==> config.mk <==
export PLATFORM = sky130hd
export DESIGN_NAME = sar_search_ctrl
export DESIGN_NICKNAME = d
export VERILOG_FILES = /design/src/rtl/sar_search_ctrl_pkg.sv /design/src/rtl/sar_search_ctrl.sv
export SDC_FILE = /design/constraint.sdc
export NUM_CORES = 1
export LEC_CHECK = 0
export CORE_ASPECT_RATIO = 1.75
export CORE_MARGIN = 8
export CORE_UTILIZATION = 27
export DETAILED_ROUTE_END_ITERATION = 10
export PLACE_DENSITY = 0.5
export SYNTH_ARGS = -nofsm -noshare
export SYNTH_HDL_FRONTEND = slang
export SYNTH_SLANG_ARGS = --single-unit
==> constraint.sdc <==
create_clock -name clk -period 2 [get_ports clk]
set_input_delay 0.5 -clock clk [delete_from_list [all_inputs] [get_ports clk]]
set_output_delay 0.5 -clock clk [all_outputs]
set_load 0.01 [all_outputs]
==> src/rtl/sar_search_ctrl_pkg.sv <==
// Shared types for the successive-approximation search controller.
package sar_pkg;
  typedef enum logic [1:0] {IDLE = 2'd0, TEST = 2'd1, DONE = 2'd2} state_e;
  localparam int SAR_W_DEF = 8;
  localparam int SAR_IDX_W = $clog2(SAR_W_DEF);
endpackage

==> src/rtl/sar_search_ctrl.sv <==
// MSB-first binary search of a target through an external comparator,
// stopping early when the comparator reports equality.
module sar_search_ctrl
  import sar_pkg::*;
#(
  parameter int WIDTH = SAR_W_DEF
) (
  input  logic             clk,
  input  logic             rst_n,
  input  logic             start,
  input  logic             cmp_gt,
  input  logic             cmp_eq,
  output logic [WIDTH-1:0] trial,
  output logic             busy,
  output logic             done,
  output logic [WIDTH-1:0] result,
  output logic             found_exact
);
  localparam int IDXW = $clog2(WIDTH);
  localparam logic [IDXW-1:0] TOP_IDX = IDXW'(WIDTH - 1);

  state_e           state_q, state_d;
  logic [IDXW-1:0]  bit_q, bit_d;
  logic [WIDTH-1:0] trial_q, trial_d;
  logic [WIDTH-1:0] result_q, result_d;
  logic             found_q, found_d;
  logic [WIDTH-1:0] resolved;
  logic [IDXW-1:0]  bit_m1;

  always_ff @(posedge clk) begin
    if (!rst_n) begin
      state_q  <= IDLE;
      bit_q    <= TOP_IDX;
      trial_q  <= '0;
      result_q <= '0;
      found_q  <= 1'b0;
    end else begin
      state_q  <= state_d;
      bit_q    <= bit_d;
      trial_q  <= trial_d;
      result_q <= result_d;
      found_q  <= found_d;
    end
  end

  always_comb begin
    state_d  = state_q;
    bit_d    = bit_q;
    trial_d  = trial_q;
    result_d = result_q;
    found_d  = found_q;
    bit_m1   = bit_q - 1'b1;
    // Current bit decided by the comparator; cmp_gt means the target lies above.
    resolved = trial_q;
    resolved[bit_q] = cmp_gt;
    case (state_q)
      IDLE: begin
        if (start) begin
          state_d = TEST;
          bit_d   = TOP_IDX;
          trial_d = {1'b1, {(WIDTH-1){1'b0}}};
          found_d = 1'b0;
        end
      end
      TEST: begin
        if (cmp_eq) begin
          result_d = trial_q;
          found_d  = 1'b1;
          state_d  = DONE;
        end else if (bit_q == '0) begin
          result_d = resolved;
          state_d  = DONE;
        end else begin
          trial_d         = resolved;
          trial_d[bit_m1] = 1'b1;
          bit_d           = bit_m1;
        end
      end
      DONE:    state_d = IDLE;
      default: state_d = IDLE;
    endcase
  end

  assign trial       = trial_q;
  assign busy        = (state_q == TEST);
  assign done        = (state_q == DONE);
  assign result      = result_q;
  assign found_exact = found_q;
endmodule

==> results by group <==
Global routing
  • GRT Resource Usage Total: 10.44%
  • Largest net degree at the start of global routing: 18
  • First-pass GRT wire length: 5906 um
  • Busiest grt layer: met2
  • Gr ovfl total: 0
  • Vias in the first global route: 1201
  • Grt met3 use: 1.711%
  • GR Util met2: 18.69%
  • Antenna violations before repair: 0
  • Met1 usage: 11.19%

Routing
  • Via count: 1157
  • Pre-Repair DR Iteration Count: 4
  • DRT antenna net count: 0
  • First DRT Iteration DRCs: 33
  • Vias per cell: 5.188
  • # DRC: 0
  • Avg WL per Cell: 15.71 um
  • Drt total wl: 3503 um

Placement
  • Post-DP HPWL: 2728 um
  • Gpl congestion: 0.9266
  • Port Buf Inserts: 23
  • Placed cell area: 1587 sq um

CTS
  • Worst-path clk slew: 0.08 ns
  • Root Buffer: clkbuf_8
  • Maximum clock path buffer count: 2
  • Worst skew pair latency: 0.26 ns
  • TritonCTS Buffers: 3
  • Clock sinks: 22
  • H-tree depth: 1
  • Setup Fix Bufs, Post-CTS: 0
  • CTS tree: built

Worst setup path
  • Worst Path Max Fanout: 7
  • CP arrival: 1.35 ns
  • Worst endpoint required time: 1.50 ns
  • Crit-path max cell delay: 0.55 ns
  • CP max-delay cell: clkdlybuf4s50_1
  • Worst path cell trace: nor2b_1, clkdlybuf4s50_1
  • Worst R2R End: bit_q[1]$_SDFFE_PN1P_
  • Kind of critical path: reg2out
  • Startpoint types: flop
  • Worst Reg-to-Reg Cells: 6
  • Reg-to-reg startpoint: bit_q[0]$_SDFFE_PN1P_
  • Critical Path Sink Type: output pin
  • R2R setup slack: 0.37 ns

Yosys
  • Syn_nets: 146
  • Post-synthesis cell count: 139
  • Seq cells post-synth: 22
  • Mapped Avg Cell Area: 8.803 sq um
  • Synth warn: 0
  • Sequential element share of the synthesized area: 35.99%
  • Synth area leader: dfxtp_1
  • Synth top area share: 35.99%
  • Post-synthesis cell area: 1224 sq um
  • Distinct cells, synth: 44
  • Synth top area cells: dfxtp_1, mux2i_1, o2bb2ai_1

STA
  • Setup Skew: 0.005912 ns
  • Slew Viols, Final: 0
  • Slew Limit Headroom: 75.91%
  • Period utilization: 92.42%
  • Max Clk Rate: 0.5410 GHz
  • RSZ-0062 raised after global routing: false
  • Period minus WS final: 1.848 ns
  • Fin. Hold Viols: 0
  • Setup violations, final: 0
  • Worst Tran Pin Value: 0.3597 ns

Run status
  • Status: completed

Cells and area
  • Fill count: 481
  • Area of the multi-input gates: 710.7 sq um
  • Final layout net count: 181
  • Antenna fix cells: 0
  • Final Core Density: 36.99%
  • Most common cell after layout, fill and taps aside: clkdlybuf4s50_1
  • Register area: 442.9 sq um
  • Design Area, Final: 1629 sq um
  • Area Overhead vs Synth: 33.13%
  • Share of layout cells above drive strength 1: 14.53%
  • Commonest non-fill, non-tap cells in the layout: clkdlybuf4s50_1, dfxtp_1, buf_4

Pwr
  • Static Leak: 0.0006122 uW
  • PwrDens: 532.8 nW/um^2
  • Final Power: 867.9 uW
  • Worst vdd ir: 326.5 uV

Floorplan
  • Die area: 7027 sq um
  • Chip height: 105.1 um
  • Row count: 32
  • Die W: 66.89 um
  • I/O Pins: 24
  • Core Footprint: 4404 sq um
  • Initial Utilization: 27.78%

Hold path
  • Hold Path Class: reg2reg
  • Cell depth of the worst min-delay path: 1
  • WHS Endpoint: result[7]$_SDFFE_PN0P_
  • Hold wc startpoint: result[7]$_SDFFE_PN0P_

Run
  • Max Cap Viol: 0
where the power goes:
group,switching (uW),leakage [uW],internal [uW],total (uW)
Clock,139,0.0000216,134,274
Combinational,75.6,0.000412,61.1,137
Sequential,10.1,0.000179,447,457
Total,225,0.000612,643,868
Yosys cell counts (all sizes together):
library cell,count
o21ai,7
a21oi,8
xor2,1
ha,2
a21o,3
xnor2,1
mux2i,8
o311a,1
o2bb2ai,8
a31oi,1
o32a,3
nand3b,1
o32ai,1
o22a,1
o211ai,1
nand2,8
nand4,1
a311oi,1
nand3,5
nor2,8
nor3,5
o21bai,2
nor3b,3
o22ai,2
nand2b,6
a22o,1
mux2,2
and3,3
or3,1
nor4,1
o311ai,1
o221ai,1
dfxtp,22
buf,5
inv,11
nor2b,1
clkbuf,1
and3b,1
registers in the layout, summed over array words and instances, names as in the netlist:
signal       cells
bit_q            3
found_exact      1
result           8
state_q          2
trial            8
critical path: cells and delay by family (launching register included):
family / cells / cell delay (ns)
DFF: 1 / 0.39
and+or+nand+nor: 1 / 0.14
buffers and inverters: 1 / 0.55
kinds of logic (layout without fill, tap and decap cells):
logic type	count (synthesis)	after routing	share of synthesized area, %
adder cells (fa/ha/maj)	2	2	2.045
buffers and inverters	17	50	5.931
flip-flops	22	22	35.99
AO/OA/AOI/OAI	42	42	26.38
XOR/XNOR	2	2	1.432
multiplexers	10	10	8.385
AND/OR/NAND/NOR	44	44	19.84
final cells by class:
cell class                      count  share of cell area, %
Sequential cell                    22                  27.19
Clock buffer                        3                  2.535
Inverter                           11                  2.688
Timing Repair Buffer               36                  20.05
Multi-Input combinational cell    100                  43.63
Tap cell                           51                  3.917
worst max-delay path by stage:
stage,from,to,slack (ns),depth (start not counted)
3_3_place_gp,start,trial[0]$_SDFFE_PN0P_,0.03,5
5_1_grt,state_q[1]$_SDFFE_PN0P_,done,0.07,2
4_1_cts,state_q[1]$_SDFFE_PN0P_,done,0.07,2
3_5_place_dp,start,trial[0]$_SDFFE_PN0P_,-0.0007,5
6_report,state_q[1]$_SDFFE_PN0P_,done,0.15,2
2_1_floorplan,bit_q[0]$_SDFFE_PN1P_,bit_q[1]$_SDFFE_PN1P_,0.20,8
routing by layer:
layer,up-vias,routed length [um]
met3,8,115
met5,-,0
met2,35,1929
li1,579,-
met4,0,85
met1,535,1373
through the flow:
step / setup TNS, ns / hold WS [ns] / setup slack (ns) / cells
final: 0 / 0.4667 / 0.1516 / 223
after detailed placement: -0.0007174 / 0.4454 / -0.0007174 / 220
after global routing: 0 / 0.4887 / 0.07231 / 223
after floorplan: 0 / 0.4840 / 0.2002 / 139
after global placement: 0 / 0.4471 / 0.02562 / 220
after CTS: 0 / 0.4701 / 0.06773 / 223
what timing repair did:
action	in CTS	in global routing
setup endpoints to repair	1	1
hold buffers	0	0
resized for setup	2	1
pin swaps	0	0
No activity file was read; power rests on OpenSTA's default activity.
==> variant, RTL diff (same flow settings) <==
Add an input register stage for `start`, `cmp_gt` and `cmp_eq`, without a reset; this delays them by one clock.
--- a/src/rtl/sar_search_ctrl.sv
+++ b/src/rtl/sar_search_ctrl.sv
@@ -18,6 +18,16 @@
 );
   localparam int IDXW = $clog2(WIDTH);
   localparam logic [IDXW-1:0] TOP_IDX = IDXW'(WIDTH - 1);
+
+  logic start_q;
+  logic cmp_gt_q;
+  logic cmp_eq_q;
+
+  always_ff @(posedge clk) begin
+    start_q  <= start;
+    cmp_gt_q <= cmp_gt;
+    cmp_eq_q <= cmp_eq;
+  end
 
   state_e           state_q, state_d;
   logic [IDXW-1:0]  bit_q, bit_d;
@@ -52,10 +62,10 @@
     bit_m1   = bit_q - 1'b1;
     // Current bit decided by the comparator; cmp_gt means the target lies above.
     resolved = trial_q;
-    resolved[bit_q] = cmp_gt;
+    resolved[bit_q] = cmp_gt_q;
     case (state_q)
       IDLE: begin
-        if (start) begin
+        if (start_q) begin
           state_d = TEST;
           bit_d   = TOP_IDX;
           trial_d = {1'b1, {(WIDTH-1){1'b0}}};
@@ -63,7 +73,7 @@
         end
       end
       TEST: begin
-        if (cmp_eq) begin
+        if (cmp_eq_q) begin
           result_d = trial_q;
           found_d  = 1'b1;
           state_d  = DONE;
Formal check against the unedited RTL: not equivalent (Yosys sat finds a counterexample within 4 cycles, from zero or initial values and one cycle with rst_n low).
==> variant against the original RTL <==
Area after synthesis rose by 6.9%; sequential cell count increased by 3; wire length is 1.2% higher; total power rose by 10%; non-clock buffer count decreased by 5; design area increased by 3.8%; setup slack worse by 77 ps; critical path type unchanged.
==> variant: results (changes against the original RTL) <==
metric,value,unit,change
grt met3 use,3.11,%,+1.4 points
Worst Hold Class,reg2reg,,
initial DRC count,36,,+9.1%
Post-CTS Setup Bufs,0,,unchanged
RePlAce Congestion,0.828,,-11%
depth of the worst hold-timing path,1,,unchanged
ys async rst share,0,%,unchanged
sequential cell area fraction in the yosys report,38.3,%,+2.3 points
H-tree level count,1,,unchanged
DR WL met3,233,um,+100%
CP max-delay cell,clkdlybuf4s50_1,,
crit path DAT,1430,ps,+80 ps
HPWL after detailed placement,2750,um,+0.94%
Synth Net Count,155,,+6.2%
antenna cells,0,,unchanged
"Max FO, Critical Path",6,,-1
M1 wire length,1350,um,-1.4%
hold endpoint,result[4],,
grt met1 use,10.5,%,-0.70 points
Clock Skews,4.66,ps,-1.25 ps
busiest grt layer,met2,,
global-route wire length before repair,5800,um,-1.9%
clock buffer depth,2,,unchanged
"Avg Cell Area, Syn",8.83,um2,+0.35%
status,"finished, final reports clean",,
CTS buffer count,3,,unchanged
Cells after DPL,224,,+1.8%
Final nets,184,,+1.7%
clk root buf,clkbuf_8,,
routed via count,1167,,+0.86%
largest cells by area after synthesis,"dfxtp_1, mux2i_1, o2bb2ai_1, nand2_1, inv_1",,
Overall Global Routing Usage,10.1,%,-0.31 points
share of cells above drive strength 1,12.5,%,-2.0 points
met2 WL,1860,um,-3.7%
R2R Setup Slk,250,ps,-120 ps
P_leak,0.000607,uW,-0.90%
peak supply drop,0.000390,V,+20%
fillers,504,,+4.8%
Hold WS,478,ps,+11.2 ps
Area after DPL,1640,um2,+3.5%
largest net degree at the start of global routing,18,,unchanged
initial antenna violation count,0,,unchanged
Routed WL,3550,um,+1.2%
reg2reg end,trial[7],,
Top delay family on crit path,buffers and inverters,,
vias per cell,5.12,,-1.3%
FF-to-FF path depth,6,,unchanged
uppermost routed layer,met4,,
hold path start,result[4],,
Post-synth top cells,"dfxtp_1, nand2_1, inv_1",,
met2 GRT Util,17.4,%,-1.3 points
Reg-to-Reg Start,bit_q[0],,
number of iterations in the first detailed-routing pass,4,,unchanged
Slew HR,62.4,%,-14 points
Synth cell types,38,,-14%
IO Port Bufs,23,,unchanged
max incr delay on CP,530,ps,-20 ps
CTS clock-pin slew for the worst setup and hold paths,80,ps,about the same
==> variant: cell count changes after synthesis, sizes merged, moves of 2 or more <==
| cell | change |
|---|---|
| a21o | -3 |
| and3 | -2 |
| dfxtp | +3 |
| nand2 | +6 |
| nand3 | -2 |
| nor2 | +2 |
| o21a | +3 |
==> variant: power by group <==
part	switching (uW)	internal (uW)	total, uW
clock network	162	140	302
logic	72.6	57.7	130
registers	14.7	510	525
total	250	708	957
==> variant: worst max path at each step <==
stage	to	start	slack, ps	depth (start not counted)
after floorplan	trial[7]	bit_q[0]	100	8
after global placement	trial[5]	rst_n	100	5
after detailed placement	trial[0]	rst_n	90	5
after CTS	busy	state_q[1]	30	3
after global routing	busy	state_q[1]	20	3
final	busy	state_q[1]	70	3
==> variant: cell type report <==
| type | count | area share [%] |
|---|---|---|
| Multi-Input combinational cell | 104 | 42.9 |
| Sequential cell | 25 | 29.8 |
| Timing Repair Buffer | 31 | 17.9 |
| Tap cell | 52 | 3.85 |
| Inverter | 12 | 2.81 |
| Clock buffer | 3 | 2.44 |
| Clock inverter | 1 | 0.296 |
==> variant: stage by stage <==
step / util [%] / worst slack, ps
4_1_cts: 36.2 / 28.4
3_3_place_gp: 35.2 / 103
5_1_grt: 36.2 / 15.9
6_report: 36.2 / 74.9
2_1_floorplan: - / 101
3_5_place_dp: 35.2 / 91.8
==> variant: what timing repair did <==
action	in CTS	in global routing
endpoints found under the setup margin	1	1
gates resized for setup	1	1
cloned	0	0
==> variant: cell families after synthesis <==
family,count (synthesis),synth area share [%]
buffers and inverters,19,6.22
xor gates and xnor gates,2,1.34
AOI/OAI and AO/OA,41,24.0
adders and majority gates,2,1.91
and+or+nand+nor,48,19.6
muxes,11,8.61
DFF,25,38.3
